--- config.mk ---
export PLATFORM = sky130hd
export DESIGN_NAME = al_bky_load_seq
export DESIGN_NICKNAME = d
export VERILOG_FILES = /design/src/rtl/al_bky_seq_pkg.sv /design/src/rtl/al_bky_seq_rdpipe.sv /design/src/rtl/al_bky_load_seq.sv
export SDC_FILE = /design/constraint.sdc
export NUM_CORES = 1
export LEC_CHECK = 0
export BUFFER_PORTS_ARGS = -buffer_cell sky130_fd_sc_hd__clkbuf_2
export CAP_MARGIN = 20
export CORE_MARGIN = 2
export CORE_UTILIZATION = 56
export DETAILED_ROUTE_END_ITERATION = 8
export PLACE_DENSITY_LB_ADDON = 0.12
export SETUP_SLACK_MARGIN = 0.02
export SLEW_MARGIN = 25
export SYNTH_ARGS = -nofsm -noshare
export SYNTH_HDL_FRONTEND = slang
export SYNTH_SLANG_ARGS = --single-unit
--- constraint.sdc ---
create_clock -name CLK40 -period 7.4 [get_ports CLK40]
set_clock_uncertainty 0.15 [all_clocks]
set_input_delay 1.48 -clock CLK40 [delete_from_list [all_inputs] [get_ports CLK40]]
set_output_delay 1.48 -clock CLK40 [all_outputs]
set_load 0.01 [all_outputs]
--- src/rtl/al_bky_seq_pkg.sv ---
// Shared constants and state encoding for the Buckeye shift-chain load sequencer.
package al_bky_seq_pkg;

  localparam int unsigned AW = 9;
  localparam int unsigned DW = 16;
  localparam int unsigned TW = 24;

  localparam logic [TW-1:0] TMO_CYCLES_DEF = 24'd4000000;
  localparam logic [AW-1:0] NW_MAX_DEF     = 9'd511;

  typedef enum logic [2:0] {
    ST_IDLE  = 3'd0,
    ST_CLR   = 3'd1,
    ST_FETCH = 3'd2,
    ST_DRAIN = 3'd3,
    ST_WAIT  = 3'd4,
    ST_FIN   = 3'd5
  } seq_state_t;

endpackage

--- src/rtl/al_bky_seq_rdpipe.sv ---
// Two-stage alignment: RD_EN plus the 1-cycle source latency become a registered
// CAPTURE strobe with AL_WORD, which holds its last value between strobes.
module al_bky_seq_rdpipe
  import al_bky_seq_pkg::*;
(
  input  logic          CLK40,
  input  logic          RST,
  input  logic          rd_en,
  input  logic [DW-1:0] rd_data,
  output logic          capture,
  output logic [DW-1:0] al_word
);

  logic rd_vld;

  always_ff @(posedge CLK40 or posedge RST) begin
    if (RST) begin
      rd_vld  <= 1'b0;
      capture <= 1'b0;
      al_word <= '0;
    end else begin
      rd_vld  <= rd_en;
      capture <= rd_vld;
      if (rd_vld) begin
        al_word <= rd_data;
      end
    end
  end

endmodule

--- src/rtl/al_bky_load_seq.sv ---
// Buckeye shift-chain load sequencer: clears AL_DONE, streams NWORDS words to the loader
// FIFO, then waits for AL_DONE. Define AL_SEQ_TMO_EN to enable the TMO_CYCLES timeout.
module al_bky_load_seq
  import al_bky_seq_pkg::*;
#(
  parameter logic [TW-1:0] TMO_CYCLES = TMO_CYCLES_DEF,
  parameter logic [AW-1:0] NW_MAX     = NW_MAX_DEF
) (
  input  logic          CLK40,
  input  logic          RST,
  input  logic          START,
  input  logic [AW-1:0] NWORDS,
  output logic          RD_EN,
  output logic [AW-1:0] RD_ADDR,
  input  logic [DW-1:0] RD_DATA,
  output logic          CAPTURE,
  output logic [DW-1:0] AL_WORD,
  output logic          CLR_AL_DONE,
  input  logic          AL_DONE,
  output logic          BUSY,
  output logic          LOAD_OK,
  output logic          TMO_ERR,
  output logic          SIZE_ERR
);

  seq_state_t    state;
  logic [AW-1:0] n_words;
  logic          drain_cnt;
  logic          size_bad_c;

  assign size_bad_c = (NWORDS == '0) || (NWORDS > NW_MAX);

  if (TMO_CYCLES == '0) begin : g_tmo_chk
    $error("al_bky_load_seq: TMO_CYCLES must be nonzero");
  end

`ifdef AL_SEQ_TMO_EN
  logic [TW-1:0] wait_cnt;
  logic [TW-1:0] wait_cnt_inc_c;
  logic          tmo_err_q;

  // Saturating increment; the counter value after this WAIT cycle.
  assign wait_cnt_inc_c = (wait_cnt == '1) ? wait_cnt : wait_cnt + TW'(1);
  assign TMO_ERR        = tmo_err_q;
`else
  assign TMO_ERR = 1'b0;
`endif

  always_ff @(posedge CLK40 or posedge RST) begin
    if (RST) begin
      state       <= ST_IDLE;
      n_words     <= '0;
      drain_cnt   <= 1'b0;
      RD_EN       <= 1'b0;
      RD_ADDR     <= '0;
      CLR_AL_DONE <= 1'b0;
      BUSY        <= 1'b0;
      LOAD_OK     <= 1'b0;
      SIZE_ERR    <= 1'b0;
`ifdef AL_SEQ_TMO_EN
      wait_cnt    <= '0;
      tmo_err_q   <= 1'b0;
`endif
    end else begin
      CLR_AL_DONE <= 1'b0;
      LOAD_OK     <= 1'b0;
      case (state)
        ST_IDLE: begin
          if (START) begin
            SIZE_ERR <= size_bad_c;
            n_words  <= NWORDS;
`ifdef AL_SEQ_TMO_EN
            tmo_err_q <= 1'b0;
`endif
            if (!size_bad_c) begin
              state       <= ST_CLR;
              CLR_AL_DONE <= 1'b1;
              BUSY        <= 1'b1;
            end
          end
        end
        ST_CLR: begin
          state   <= ST_FETCH;
          RD_EN   <= 1'b1;
          RD_ADDR <= '0;
        end
        ST_FETCH: begin
          if (RD_ADDR == n_words - AW'(1)) begin
            RD_EN     <= 1'b0;
            drain_cnt <= 1'b0;
            state     <= ST_DRAIN;
          end else begin
            RD_ADDR <= RD_ADDR + AW'(1);
          end
        end
        // Two cycles let the last word leave the read pipeline before WAIT.
        ST_DRAIN: begin
          if (drain_cnt) begin
            state <= ST_WAIT;
`ifdef AL_SEQ_TMO_EN
            wait_cnt <= '0;
`endif
          end else begin
            drain_cnt <= 1'b1;
          end
        end
        ST_WAIT: begin
          if (AL_DONE) begin
            state   <= ST_FIN;
            LOAD_OK <= 1'b1;
            BUSY    <= 1'b0;
          end
`ifdef AL_SEQ_TMO_EN
          else if (wait_cnt_inc_c == TMO_CYCLES) begin
            state     <= ST_IDLE;
            tmo_err_q <= 1'b1;
            BUSY      <= 1'b0;
          end else begin
            wait_cnt <= wait_cnt_inc_c;
          end
`endif
        end
        ST_FIN:  state <= ST_IDLE;
        default: state <= ST_IDLE;
      endcase
    end
  end

  al_bky_seq_rdpipe u_rdpipe (
    .CLK40   (CLK40),
    .RST     (RST),
    .rd_en   (RD_EN),
    .rd_data (RD_DATA),
    .capture (CAPTURE),
    .al_word (AL_WORD)
  );

endmodule

# [After elaboration in Yosys (flattened, before gate mapping)]
# Cells that the tools add are included.
[word_totals] mem_bits_ro=0 reg_bits=45 ram_bits=0 word_cells=58 n_memories=0 latchBits=0
[classes] magnitude_cmp=1 div_mod_pow=0 shift=0 eq_ne=11 reduce_logical=12 bitwise=0 add_sub_neg=2 n_mux=20 multipliers=0
[op_table] cell="one-hot mux 9 bit (2 select lines)" count=1
[op_table] cell="2-to-1 mux 3 bit" count=5
[op_table] cell="one-hot mux 3 bit (5 select lines)" count=1
[op_table] cell="!= test 2 bit, second input constant" count=6
[op_table] cell="adder 9 x 1 -> 9 bit, second input constant" count=1
[op_table] cell="equality test 9 bit" count=1
[op_table] cell="> comparator 9 bit, second input constant" count=1
[op_table] cell="zero test 9 bit" count=1
[op_table] cell="2-to-1 mux 1 bit" count=9
[op_table] cell="2-to-1 mux 9 bit" count=1
[op_table] cell="subtractor 9 x 1 -> 9 bit, second input constant" count=1
[op_table] cell="AND reduction 2 bit" count=4
[op_table] cell="equality test 3 x 2 -> 1 bit, second input constant" count=2
[op_table] cell="one-hot mux 1 bit (2 select lines)" count=3
[op_table] cell="nonzero test 2 bit" count=3
[op_table] cell="AND reduction 5 bit" count=1
[op_table] cell="AND reduction 4 bit" count=1
[op_table] cell="equality test 3 x 1 -> 1 bit, second input constant" count=1
[op_table] cell="equality test 3 bit, second input constant" count=1
[op_table] cell="zero test 3 bit" count=1
[op_table] cell="logical OR 1 bit" count=1

# [Logic depth before layout (Yosys ltp)]
[depth] depth_word=5 mapped_depth=9 depth_no_buf=8

# [Hierarchy]
# Synthesis repeated with hierarchy kept, for this count alone.
[hier_totals] hier_cells=215 area_unflattened_um2=2290.9
[modules_own_cells] mod="al_bky_load_seq" area_per_inst_um2=1587.8 n_inst=1 cells_each=178
[modules_own_cells] mod="al_bky_seq_rdpipe" area_per_inst_um2=703.2 n_inst=1 cells_each=37

# [Worst setup path before layout]
# OpenSTA, ideal clock, no wires.
[synth_timing] path_kind="register -> register" start="register n_words[0]" end="register RD_ADDR[1]" setup_slack_ns=4.593 arrival_ns=2.531 path_stages_with_launch=8 path_buffers=1 t_required_ns=7.124 path_cell_list="dfrtp_1 > or4_4 > or4_1 > o31a_1 > a2111oi_4 > buf_4 > mux2i_1 > nand2_1"
[synth_between] elab_chain_len=4
[synth_rtl] element="start, declared" line="al_bky_load_seq.sv:27" source="logic [AW-1:0] n_words;"
[synth_rtl] element="start signal, assigned" line="al_bky_load_seq.sv:52" source="n_words <= '0;"
[synth_rtl] element="start signal, assigned" line="al_bky_load_seq.sv:71" source="n_words <= NWORDS;"
[synth_rtl] element="subtractor 9 x 1 -> 9 bit" line="al_bky_load_seq.sv:88" source="if (RD_ADDR == n_words - AW'(1)) begin"
[synth_rtl] element="equality test 9 bit" line="al_bky_load_seq.sv:88"
[synth_rtl] element="!= test 2 bit (no line)"
[synth_rtl] element="AND reduction 2 bit (no line)"
[synth_rtl] element="end signal, assigned" line="al_bky_load_seq.sv:93" source="RD_ADDR <= RD_ADDR + AW'(1);"
[synth_rtl] element="end, declared" line="al_bky_load_seq.sv:14" source="output logic [AW-1:0] RD_ADDR,"
# Every way passes these cells.
# A chain may end at the register's enable or synchronous reset.

# [Worst setup path in the final report]
[layout_timing] start="register n_words[0]" end="register RD_ADDR[2]"
# Same word-level chain as after synthesis.

==> key figures <==
CTS
  – Clk pin slew, worst setup/hold paths: 0.09 ns
  – Clock root buffer master: clkbuf_8
  – CTS Sinks: 45
  – # H-tree levels: 2
  – Clk buf depth: 2
  – Post-CTS Resized: 0
  – Clock Latency Late Sink: 0.29 ns
  – Setup repair bufs after CTS: 0
  – # hold bufs at CTS: 0
  – CTS Buf Count: 5
  – CTS tree: yes

Power and ir drop
  – Max IR drop VDD: 0.1713 mV
  – Tot Pwr: 0.8415 mW
  – Static Leakage: 1.230 nW
  – Pwr dens: 319.5 mW/mm2

Cells and area
  – Layout Cells excl Fill: 306
  – Layout cell share with drive strength beyond 1: 0.3721
  – # fillers: 306
  – Area of the multi-input gates: 0.001015 mm2
  – Synth-to-Final Area Change: 18.86%
  – Sequential cell area: 0.001126 mm2
  – Post-route cell area: 0.002634 mm2
  – Diodes inserted: 0
  – Layout Nets: 288
  – Final Util: 0.7035

Placement
  – Dpl cells: 298
  – Gpl congestion: 0.7650
  – Worst slack, placed: 4.127 ns
  – Count of input and output buffers: 59
  – Post-place instance area: 0.002534 mm2
  – Hpwl dp: 3143 um

Drt
  – DR WL/cell: 14.25 um
  – Via count: 1705
  – Remaining DRCs: 0
  – Aggregate routed wire length: 4362 um
  – Drt via density: 5.572
  – First-pass DRT Iterations: 4
  – Initial DRC Count: 78
  – Antenna Nets Post-Route: 0

Timing
  – Fmax: 0.3034 GHz
  – Final min period: 3.296 ns
  – Hold violation count in the final report: 0
  – RSZ-0062 raised after global routing: no
  – Tcrit/Tclk final: 0.4454
  – Hold WS: 0.2781 ns
  – # setup viols final: 0
  – Final Max Slew Viols: 0
  – Final WS setup: 4.104 ns
  – Relative slew slack: 0.3487
  – TNS Setup: 0 ns
  – Worst-Margin Slew: 0.9770 ns

Floorplan
  – Die Footprint: 0.004476 mm2
  – Initial Util: 0.5919
  – Die height: 66.91 um
  – Die width: 66.91 um
  – IO Pins: 61
  – Row cnt: 22
  – Core Region: 0.003744 mm2

Logic synthesis
  – Syn Nets: 231
  – Ys async rst share: 1.000
  – Share of the synthesized area in the top cell type: 0.5082
  – Cell taking the most area after synthesis: dfrtp_1
  – Yosys cell types: 44
  – EDFF count, synth: 0
  – Register area share after synthesis: 0.5082
  – Cell Area, Synth: 0.002216 mm2
  – Register bit total from synthesis: 45
  – Syn avg cell area: 11.08 um2
  – Post-Syn Instances: 200
  – Yosys warns: 0
  – Post-synth top flop: dfrtp_1
  – Largest cells by area after synthesis: dfrtp_1, mux2_2, xor2_1

Run
  – Max_cap viols: 0

GRT
  – Global-route wire length before repair: 7224 um
  – Initial antenna violation count: 0
  – Vias in the first global route: 1615
  – Pin count of the biggest net entering global routing: 46
  – Total gr overflow: 0
  – GRT Util Overall: 0.2149

Setup path
  – Critical Path RT: 7.43 ns
  – Crit start category: register
  – WS Path Type: register to register
  – Crit-path max cell delay: 0.91 ns
  – CP Capture Type: register
  – Crit path max fanout: 19
  – Slowest CP cell: a2111oi_4
  – Crit-path cells: or4_4 -> or4_1 -> o31a_1 -> a2111oi_4 -> nor3_1 -> or3_1
  – Worst EP arrival: 3.32 ns

Worst hold path
  – Hold WC Path Type: register to register

Run status
  – Status: complete, no violations
[state kept, by name (all words and copies together) (netlist names)]
signal / count
CLR_AL_DONE: 1
BUSY: 1
state: 3
u_rdpipe.capture: 1
LOAD_OK: 1
u_rdpipe.rd_vld: 1
n_words: 9
u_rdpipe.al_word: 16
drain_cnt: 1
SIZE_ERR: 1
RD_EN: 1
RD_ADDR: 9
[layer usage]
layer | routed length, um | up-vias | share of wire | GRT usage
met2 | 2182 | 39 | 0.50 | 0.3775
met4 | 45 | 0 | 0.010 | 0.06122
met3 | 155 | 6 | 0.036 | 0.03547
met1 | 1978 | 820 | 0.45 | 0.2725
met5 | 0 | - | 0 | 0
li1 | - | 840 | - | -
[where the power goes]
part	leakage [nW]	internal [mW]	switching, mW	total (mW)
sequential	0.539	0.302	0.0863	0.389
combinational	0.639	0.144	0.147	0.292
clock	0.0518	0.0775	0.0838	0.161
total	1.23	0.524	0.317	0.842
[synth_stat cells, drive strengths merged (3+ instances only)]
master,n
and3,5
nand3,7
o31ai,5
nor2,10
a21oi,5
buf,3
o21ai,5
clkbuf,7
dfrtp,45
and2,4
mux2,23
nand2,12
inv,8
o211ai,6
nor3,7
or4,4
xor2,7
[worst max-delay path: cells and delay by family, from the launching register on]
kind / cells / cell delay [ns]
compound gates: 2 / 1.05
flops: 1 / 0.42
simple gates: 4 / 1.56
[kinds of logic after synthesis]
family | after synthesis | share of synthesized area
adder cells (fa/ha/maj) | 2 | 0.01129
AND/OR/NAND/NOR | 67 | 0.1694
multiplexers | 25 | 0.1259
buffers and inverters | 18 | 0.03388
flip-flops | 45 | 0.5082
AO/OA/AOI/OAI | 33 | 0.1141
XOR/XNOR | 9 | 0.03558
other | 1 | 0.001692
[cell type report]
class,instances,area share
sequential,45,0.4276
multi-input combinational,137,0.3853
timing repair buffer,60,0.1150
clock buffer,6,0.03135
tap,48,0.02280
inverter,8,0.01140
clock inverter,2,0.006651
[worst paths after layout]
kind | startpoint | to | slack, ns | cells past startpoint
max | n_words[0]$_DFFE_PP0P_ | RD_ADDR[2]$_DFFE_PP0P_ | 4.10 | 6
min | RD_EN$_DFFE_PP0P_ | u_rdpipe.rd_vld$_DFF_PP0_ | 0.28 | 0
max reg2reg | n_words[0]$_DFFE_PP0P_ | RD_ADDR[2]$_DFFE_PP0P_ | 4.10 | 6
min reg2reg | RD_EN$_DFFE_PP0P_ | u_rdpipe.rd_vld$_DFF_PP0_ | 0.28 | 0
max in group asynchronous | RST | RD_ADDR[1]$_DFFE_PP0P_ | 5.57 | 3
min in group asynchronous | RST | u_rdpipe.al_word[11]$_DFFE_PP0P_ | 1.14 | 3
[placed cells by master (no fill, tap or decap), types with 3 or more instances in the layout]
| master | count |
|---|---|
| clkbuf_2 | 59 |
| dfrtp_1 | 45 |
| mux2_2 | 23 |
| nand2_1 | 12 |
| nor2_1 | 10 |
| inv_1 | 7 |
| nor3_1 | 7 |
| xor2_1 | 7 |
| nand3_1 | 7 |
| o211ai_1 | 6 |
| clkbuf_8 | 6 |
| and3_1 | 5 |
| a21oi_1 | 5 |
| o21ai_0 | 5 |
| o31ai_1 | 5 |
| and2_1 | 4 |
| or4_1 | 3 |
Power figures use the tool's default switching activity.
